**src/rtl/cpu_pkg.sv**
```systemverilog
// rtl/cpu_pkg.sv - shared fetch-stage types and constants
package cpu_pkg;

    typedef enum logic [2:0] {
        ST_IDLE  = 3'd0,
        ST_FETCH = 3'd1,
        ST_WAIT  = 3'd2,
        ST_DROP  = 3'd3,
        ST_HOLD  = 3'd4
    } fetch_state_e;

    localparam logic [31:0] NOP_INSTR   = 32'h0000_0013;
    localparam int          INSTR_BYTES = 4;

    function automatic logic tgt_misaligned(input logic [1:0] lo);
        return lo != 2'b00;
    endfunction

endpackage

```
**src/rtl/fetch_skid.sv**
```systemverilog
// rtl/fetch_skid.sv - one-entry skid register for a stalled fetch response
module fetch_skid #(
    parameter int XLEN = 32
) (
    input  logic            clk,
    input  logic            rst,
    input  logic            load,
    input  logic            clear,
    input  logic [XLEN-1:0] pc_in,
    input  logic [XLEN-1:0] instr_in,
    output logic            valid,
    output logic [XLEN-1:0] pc,
    output logic [XLEN-1:0] instr
);

    logic            valid_q, valid_d;
    logic [XLEN-1:0] pc_q, pc_d;
    logic [XLEN-1:0] instr_q, instr_d;

    // Clear wins over load so a redirect can never leave a stale entry behind.
    always_comb begin
        valid_d = valid_q;
        pc_d    = pc_q;
        instr_d = instr_q;
        if (clear) begin
            valid_d = 1'b0;
            pc_d    = '0;
            instr_d = '0;
        end else if (load) begin
            valid_d = 1'b1;
            pc_d    = pc_in;
            instr_d = instr_in;
        end
    end

    always_ff @(posedge clk or posedge rst) begin
        if (rst) begin
            valid_q <= 1'b0;
            pc_q    <= '0;
            instr_q <= '0;
        end else begin
            valid_q <= valid_d;
            pc_q    <= pc_d;
            instr_q <= instr_d;
        end
    end

    assign valid = valid_q;
    assign pc    = pc_q;
    assign instr = instr_q;

endmodule

```
**src/rtl/fetch_ctrl.sv**
```systemverilog
// rtl/fetch_ctrl.sv - instruction fetch controller with redirect, drop and hazard hold
module fetch_ctrl
    import cpu_pkg::*;
#(
    parameter int            XLEN     = 32,
    parameter logic [XLEN-1:0] RESET_PC = '0
) (
    input  logic            clk,
    input  logic            rst,
    input  logic [XLEN-1:0] current_pc,
    output logic [XLEN-1:0] next_pc,
    output logic            pc_stall,
    input  logic            hz_stall,
    input  logic            trap,
    input  logic [XLEN-1:0] trap_vec,
    input  logic            br_taken,
    input  logic [XLEN-1:0] br_target,
    output logic            imem_req,
    output logic [XLEN-1:0] imem_addr,
    input  logic            imem_ready,
    input  logic            imem_rvalid,
    input  logic [XLEN-1:0] imem_rdata,
    output logic            if_valid,
    output logic [XLEN-1:0] if_pc,
    output logic [XLEN-1:0] if_instr,
    output logic            flush_ifid,
    output logic            misalign
);

    localparam logic [XLEN-1:0] NOP = XLEN'(NOP_INSTR);

    fetch_state_e    state_q, state_d;
    logic            active;
    logic            redirect;
    logic [XLEN-1:0] redir_tgt;
    logic            wait_rsp;
    logic            consume;
    logic            skid_load;
    logic            skid_clear;
    logic            skid_valid;
    logic [XLEN-1:0] skid_pc;
    logic [XLEN-1:0] skid_instr;

    fetch_skid #(.XLEN(XLEN)) u_skid (
        .clk      (clk),
        .rst      (rst),
        .load     (skid_load),
        .clear    (skid_clear),
        .pc_in    (current_pc),
        .instr_in (imem_rdata),
        .valid    (skid_valid),
        .pc       (skid_pc),
        .instr    (skid_instr)
    );

    // Redirects are ignored while in reset or the post-reset IDLE cycle.
    always_comb begin
        active    = !rst && (state_q != ST_IDLE);
        redirect  = active && (trap || br_taken);
        redir_tgt = trap ? trap_vec : br_target;
        misalign  = active && ((trap && tgt_misaligned(trap_vec[1:0])) ||
                               (br_taken && tgt_misaligned(br_target[1:0])));
        wait_rsp  = (state_q == ST_WAIT) && imem_rvalid;
        consume   = !redirect && !hz_stall &&
                    (wait_rsp || (state_q == ST_HOLD && skid_valid));
        skid_load  = !redirect && wait_rsp && hz_stall;
        skid_clear = (redirect && (state_q == ST_HOLD || state_q == ST_FETCH)) ||
                     ((state_q == ST_HOLD) && consume);

        imem_req   = !rst && (state_q == ST_FETCH);
        imem_addr  = imem_req ? current_pc : '0;
        flush_ifid = redirect;
        pc_stall   = !(redirect || consume);

        if (!active)
            next_pc = RESET_PC;
        else if (redirect)
            next_pc = redir_tgt;
        else
            next_pc = current_pc + XLEN'(INSTR_BYTES);
    end

    // The PC is held through FETCH and WAIT, so current_pc still names the word in flight.
    always_comb begin
        if_valid = 1'b0;
        if_pc    = '0;
        if_instr = NOP;
        if (!active) begin
            if_instr = '0;
        end else if (!redirect) begin
            if (wait_rsp && !hz_stall) begin
                if_valid = 1'b1;
                if_pc    = current_pc;
                if_instr = imem_rdata;
            end else if (state_q == ST_HOLD && skid_valid) begin
                if_valid = 1'b1;
                if_pc    = skid_pc;
                if_instr = skid_instr;
            end
        end
    end

    always_comb begin
        state_d = state_q;
        case (state_q)
            ST_IDLE:  state_d = ST_FETCH;
            ST_FETCH: begin
                // An accepted request in a redirect cycle still has a response coming.
                if (imem_ready)
                    state_d = redirect ? ST_DROP : ST_WAIT;
            end
            ST_WAIT: begin
                if (redirect)
                    state_d = imem_rvalid ? ST_FETCH : ST_DROP;
                else if (imem_rvalid)
                    state_d = hz_stall ? ST_HOLD : ST_FETCH;
            end
            ST_DROP: begin
                if (imem_rvalid)
                    state_d = ST_FETCH;
            end
            ST_HOLD: begin
                if (redirect || !hz_stall)
                    state_d = ST_FETCH;
            end
            default:  state_d = ST_IDLE;
        endcase
    end

    always_ff @(posedge clk or posedge rst) begin
        if (rst)
            state_q <= ST_IDLE;
        else
            state_q <= state_d;
    end

endmodule

```
**config.mk**
```make
export PLATFORM = sky130hd
export DESIGN_NAME = fetch_ctrl
export DESIGN_NICKNAME = d
export VERILOG_FILES = /design/src/rtl/cpu_pkg.sv /design/src/rtl/fetch_skid.sv /design/src/rtl/fetch_ctrl.sv
export SDC_FILE = /design/constraint.sdc
export NUM_CORES = 1
export LEC_CHECK = 0
export ABC_AREA = 0
export CAP_MARGIN = 20
export CORE_UTILIZATION = 25
export CTS_BUF_LIST = sky130_fd_sc_hd__clkbuf_16
export DETAILED_ROUTE_END_ITERATION = 8
export SYNTH_ARGS = -nofsm -noshare
export SYNTH_HDL_FRONTEND = slang
export SYNTH_SLANG_ARGS = --single-unit
```
**constraint.sdc**
```tcl
create_clock -name clk -period 3.2 [get_ports clk]
set_input_delay 0.8 -clock clk [delete_from_list [all_inputs] [get_ports clk]]
set_output_delay 0.8 -clock clk [all_outputs]
set_load 0.005 [all_outputs]
```
# Word-level counts from Yosys, hierarchy flattened

Cells that the tools add are included.

Register bits: 68
Bits in latches: 0
Bits in writable memories: 0
ROM bits: 0
Bits of input ports: 135
Output and inout port bits: 133
Word-level logic and storage cells: 76
Memories kept: 0

Add/sub/neg operators: 1
$mul: 0
Div/mod/pow operators: 0
Magnitude comparators: 0
Equality and inequality tests: 8
Shift operators: 0
Multiplexer cells: 31
Bitwise operators: 0
Reductions and logical operators: 32

Operators by type and width:

| operator                | number |
|---|---|
| $mux W32                | 16 |
| $add A32 B3 Y32 const B | 1 |
| $mux W3                 | 6 |
| $logic_and A1 B1 Y1     | 15 |
| $pmux W3 S5             | 1 |
| $logic_or A1 B1 Y1      | 7 |
| $mux W1                 | 7 |
| $eq A3 B2 Y1 const B    | 2 |
| $reduce_bool A2 Y1      | 3 |
| $logic_not A1 Y1        | 4 |
| $ne A2 B2 Y1 const B    | 2 |
| $reduce_and A4 Y1       | 1 |
| $eq A3 B1 Y1 const B    | 1 |
| $eq A3 B3 Y1 const B    | 1 |
| $logic_not A3 Y1        | 1 |
| $ne A3 B3 Y1 const B    | 1 |
| $reduce_bool A3 Y1      | 1 |
| $mux W2                 | 1 |
| $ne A2 B1 Y1 const B    | 1 |

# Longest topological paths before layout

Word-level depth: 9
Mapped depth: 10
Mapped depth without buffers: 6

# Cells and area by module

From an unflattened synthesis, not the netlist that was laid out.

Cells, all modules: 660
Area, all modules: 5,186.2 um^2

Modules (own cells, without submodules):

| module     | times used | cells each | area an instance (um^2) | sequential area each (um^2) |
|---|---|---|---|---|
| fetch_skid | 1          | 210        | 2,640.0                 | 1,626.6 |
| fetch_ctrl | 1          | 450        | 2,546.2                 | 75.1 |

# Worst setup path before layout

OpenSTA, ideal clock, no wires.

Path type: input to output
Start point: input port current_pc[4]
End point: output port next_pc[13]
Data arrival time: 2.136 ns
Required time: 2.400 ns
Path slack: 0.264 ns
Stages on the path: 6
Buffers on the path: 1
Path through: buf_2 nand3_2 nor4_4 xor2_1 a222oi_1 nor2_1

Cells in the longest elaborated chain, start to end: 3

Ends and longest elaborated chain:

| element         | RTL line         | source |
|---|---|---|
| from (decl)     | fetch_ctrl.sv:10 | `input logic [XLEN-1:0] current_pc,` |
| $add A32 B3 Y32 | fetch_ctrl.sv:80 | `next_pc = current_pc + XLEN'(INSTR_BYTES);` |
| $mux W32        | fetch_ctrl.sv:77 | `else if (redirect)` |
| $mux W32        | fetch_ctrl.sv:75 | `if (!active)` |
| to (decl)       | fetch_ctrl.sv:11 | `output logic [XLEN-1:0] next_pc,` |

No other way between the ends.

# Worst setup path in the final report

Start point: input port hz_stall
End point: output port if_pc[7]

Cells in the longest elaborated chain, start to end: 5

Ends and longest elaborated chain:

| element             | RTL line         | source |
|---|---|---|
| from (decl)         | fetch_ctrl.sv:13 | `input logic hz_stall,` |
| $logic_not A1 Y1    | fetch_ctrl.sv:91 | `if (wait_rsp && !hz_stall) begin` |
| $logic_and A1 B1 Y1 | fetch_ctrl.sv:91 |  |
| $mux W32            | fetch_ctrl.sv:91 |  |
| $mux W32            | fetch_ctrl.sv:90 | `end else if (!redirect) begin` |
| $mux W32            | fetch_ctrl.sv:88 | `if (!active) begin` |
| to (decl)           | fetch_ctrl.sv:24 | `output logic [XLEN-1:0] if_pc,` |

No other way between the ends.

==> impl_metrics.ini <==
[sta]
relSlewSlack = 0.572
fin_crit_ns = 3.17
finalCritPeriodShare = 0.990
setup_slack_ns = 0.0326
finalSetupViolations = 0
fin_skew_ns = 0.00589
rsz0062_at_grt = yes
worst_pin_slew_ns = 0.641
max_freq_mhz = 316
finalHoldViolCount = 0
maxSlewViolCount = 0

[routing]
drt-initial-drc-count = 295
postRouteAntennaNets = 0
wl_per_cell_um = 17.9
route.final.wire_length_mm = 22.4
vias_per_cell = 4.90
dr.pass1.iters = 5
vias = 6114
drcViolationCount = 0

[clock_tree]
cts.sinks = 68
cts_made_buffers = 9
cts_root_buf = clkbuf_16
cts_max_path_buffers = 2
h-tree-depth = 3
clk_latency_ns = 0.34
clkTransAtPathRegs_ns = 0.05
ctsHoldBuffers = 0
cts_tree = yes

[power]
power.density_mw_per_mm2 = 450
power_leakage_uw = 0.00447
p_total_uw = 4180
ir_drop_v = 0.000309

[worst_hold_path]
hold_start = u_skid.instr[28]
min_path_cells = 1
hold_class = reg -> reg
whs_endpoint = u_skid.instr[28]

[floorplanning]
die_h_um = 143
rows = 51
start_util = 0.255
io_pins = 268
core_area_mm2 = 0.0195
die-area_mm2 = 0.0204
die_x_um = 143

[critical_path]
worstSetupPathType = in -> out
cp.arrival_ns = 2.37
r2r-end = u_skid.pc[18]
worstPathMaxFanout = 14
timing.rr.start = state_q[1]
cp-start-kind = input pin
reg2reg_depth = 9
required_ns = 2.40
ff2ff_setup_slack_ns = 0.96
worstSetupEndpointType = output port

[logic_synthesis]
syn_nets = 765
netlist_area_mm2 = 0.00497
synth_ff_type = dfrtp_1
synth.distinct_cells = 48
synthCells = 629
synth-seq-area-share = 0.343
synth_edf_count = 0
syn_avg_cell_area_um2 = 7.90
yosys_warnings = 0
synth_seq_cells = 68
synthArstFlopShare = 1.00

[grt]
grt_max_degree = 66
grt_pass1_vias = 5979
track_usage = 0.213
antenna_found_initial = 2
grt_first_pass_wirelength_mm = 33.1
gr-total-overflow = 0

[finish]
layout.nets = 1113
final_common_cell = nand2_1
utilization = 0.477
mostFrequentLayoutCells = nand2_1, clkdlybuf4s50_1, buf_4, dfrtp_1
final_layout_size_suffix_gt1_frac = 0.269
stdcell_count = 1249
stdcell_area_mm2 = 0.00928
areaGrowthSynthToFinish_pct = 86.9

[place]
dp_slack_ns = -0.709
post-place-cells = 1191
dp_hpwl_mm = 15.3
place.gp.congestion = 0.858
numPortBuffers = 267
dpl_cell_area_mm2 = 0.00848

[run_status]
status = finished, final reports clean

[flow_run]
max_cap_violations = 0
layout make-up:
cell class | count | area [µm²]
Inverter | 7 | 27.5
Sequential cell | 68 | 1700
Timing Repair Buffer | 396 | 3690
Antenna cell | 2 | 5.00
Tap cell | 265 | 332
Clock buffer | 9 | 225
Multi-Input combinational cell | 495 | 3210
Fill cell | 1895 | 10200
Clock inverter | 7 | 91.3
sequential cells by signal, indices dropped and copies added (netlist names):
| signal | cells |
|---|---|
| u_skid.instr | 32 |
| u_skid.pc | 32 |
| state_q | 3 |
| u_skid.valid | 1 |
critical path, stage by stage:
cell and delay, ns:
dlygate4sd2_1 0.25, o21a_1 0.22, or3_4 0.40, buf_6 0.14
buf_4 0.13, buf_12 0.15, a21oi_1 0.12, buf_2 0.15
power breakdown:
| group | switching (µW) | total (µW) | internal (µW) | leakage [µW] |
|---|---|---|---|---|
| combinational | 783 | 1720 | 937 | 0.00340 |
| clock | 376 | 1050 | 678 | 0.000155 |
| sequential | 204 | 1400 | 1200 | 0.000923 |
metrics by stage:
| stage | hold WS, ns | setup TNS (ns) |
|---|---|---|
| final | 0.495 | 0 |
| after CTS | 0.501 | -0.0109 |
| after global placement | 0.482 | -63.97 |
| after global routing | 0.509 | -0.276 |
| after detailed placement | 0.481 | -64.98 |
| after floorplan | 0.466 | 0 |
worst max-delay path by stage:
stage	start	end	slack, ns	depth (start not counted)
6_report	hz_stall	if_pc[7]	0.03	8
5_1_grt	current_pc[5]	next_pc[31]	-0.05	10
4_1_cts	rst	imem_addr[1]	-0.006	6
3_5_place_dp	current_pc[8]	next_pc[29]	-0.71	8
3_3_place_gp	current_pc[8]	next_pc[29]	-0.68	8
2_1_floorplan	current_pc[4]	next_pc[13]	0.26	6
synthesized netlist by cell type (2+ instances only):
cell / number / area share
o22ai_1: 5 / 0.0063
nor2b_1: 2 / 0.0025
inv_1: 5 / 0.0038
buf_2: 10 / 0.010
nand4_1: 14 / 0.018
a22o_1: 64 / 0.11
a211oi_1: 2 / 0.0030
nor4_1: 3 / 0.0038
nand2_1: 149 / 0.11
xnor2_1: 7 / 0.012
nor2_2: 2 / 0.0025
o21ai_0: 6 / 0.0060
buf_6: 11 / 0.025
o221ai_1: 16 / 0.028
xor2_1: 21 / 0.037
dfrtp_1: 68 / 0.34
a21oi_1: 87 / 0.088
nor3_2: 2 / 0.0040
nand2b_1: 3 / 0.0038
a22oi_1: 2 / 0.0030
or3_1: 2 / 0.0025
nor4_4: 2 / 0.0086
clkbuf_1: 34 / 0.026
a222oi_1: 4 / 0.0081
nand3b_1: 2 / 0.0030
buf_4: 4 / 0.0060
mux2i_1: 4 / 0.0081
nor2_1: 27 / 0.020
nor3_1: 5 / 0.0050
inv_2: 2 / 0.0015
nand3_1: 13 / 0.013
a31oi_1: 3 / 0.0038
and2_1: 33 / 0.042
logic make-up (layout without fill, tap and decap cells):
family,Yosys count,count (layout),share of synthesized area
AO/OA/AOI/OAI,195,195,0.270
XOR/XNOR,28,28,0.0494
adder cells (fa/ha/maj),1,1,0.00252
buffers and inverters,66,419,0.0721
flip-flops,68,68,0.343
multiplexers,4,4,0.00806
other,0,2,0
AND/OR/NAND/NOR,267,267,0.255
repair_timing:
item | CTS | global route
hold endpoints to repair | 0 | 0
pin swaps | 28 | 23
cloned | 5 | 0
gates resized for setup | 349 | 81
buffers inserted | 30 | 6
endpoints found under the setup margin | 133 | 88
layer usage:
layer  vias to the layer above  routed length (µm)  track usage
li1                       2940                   -            -
met1                      2949                9670        0.257
met2                       195               11000        0.375
met3                        30                1110       0.0345
met4                         0                 546       0.0860
met5                         -                   0            0
No activity file was read; power rests on OpenSTA's default activity.
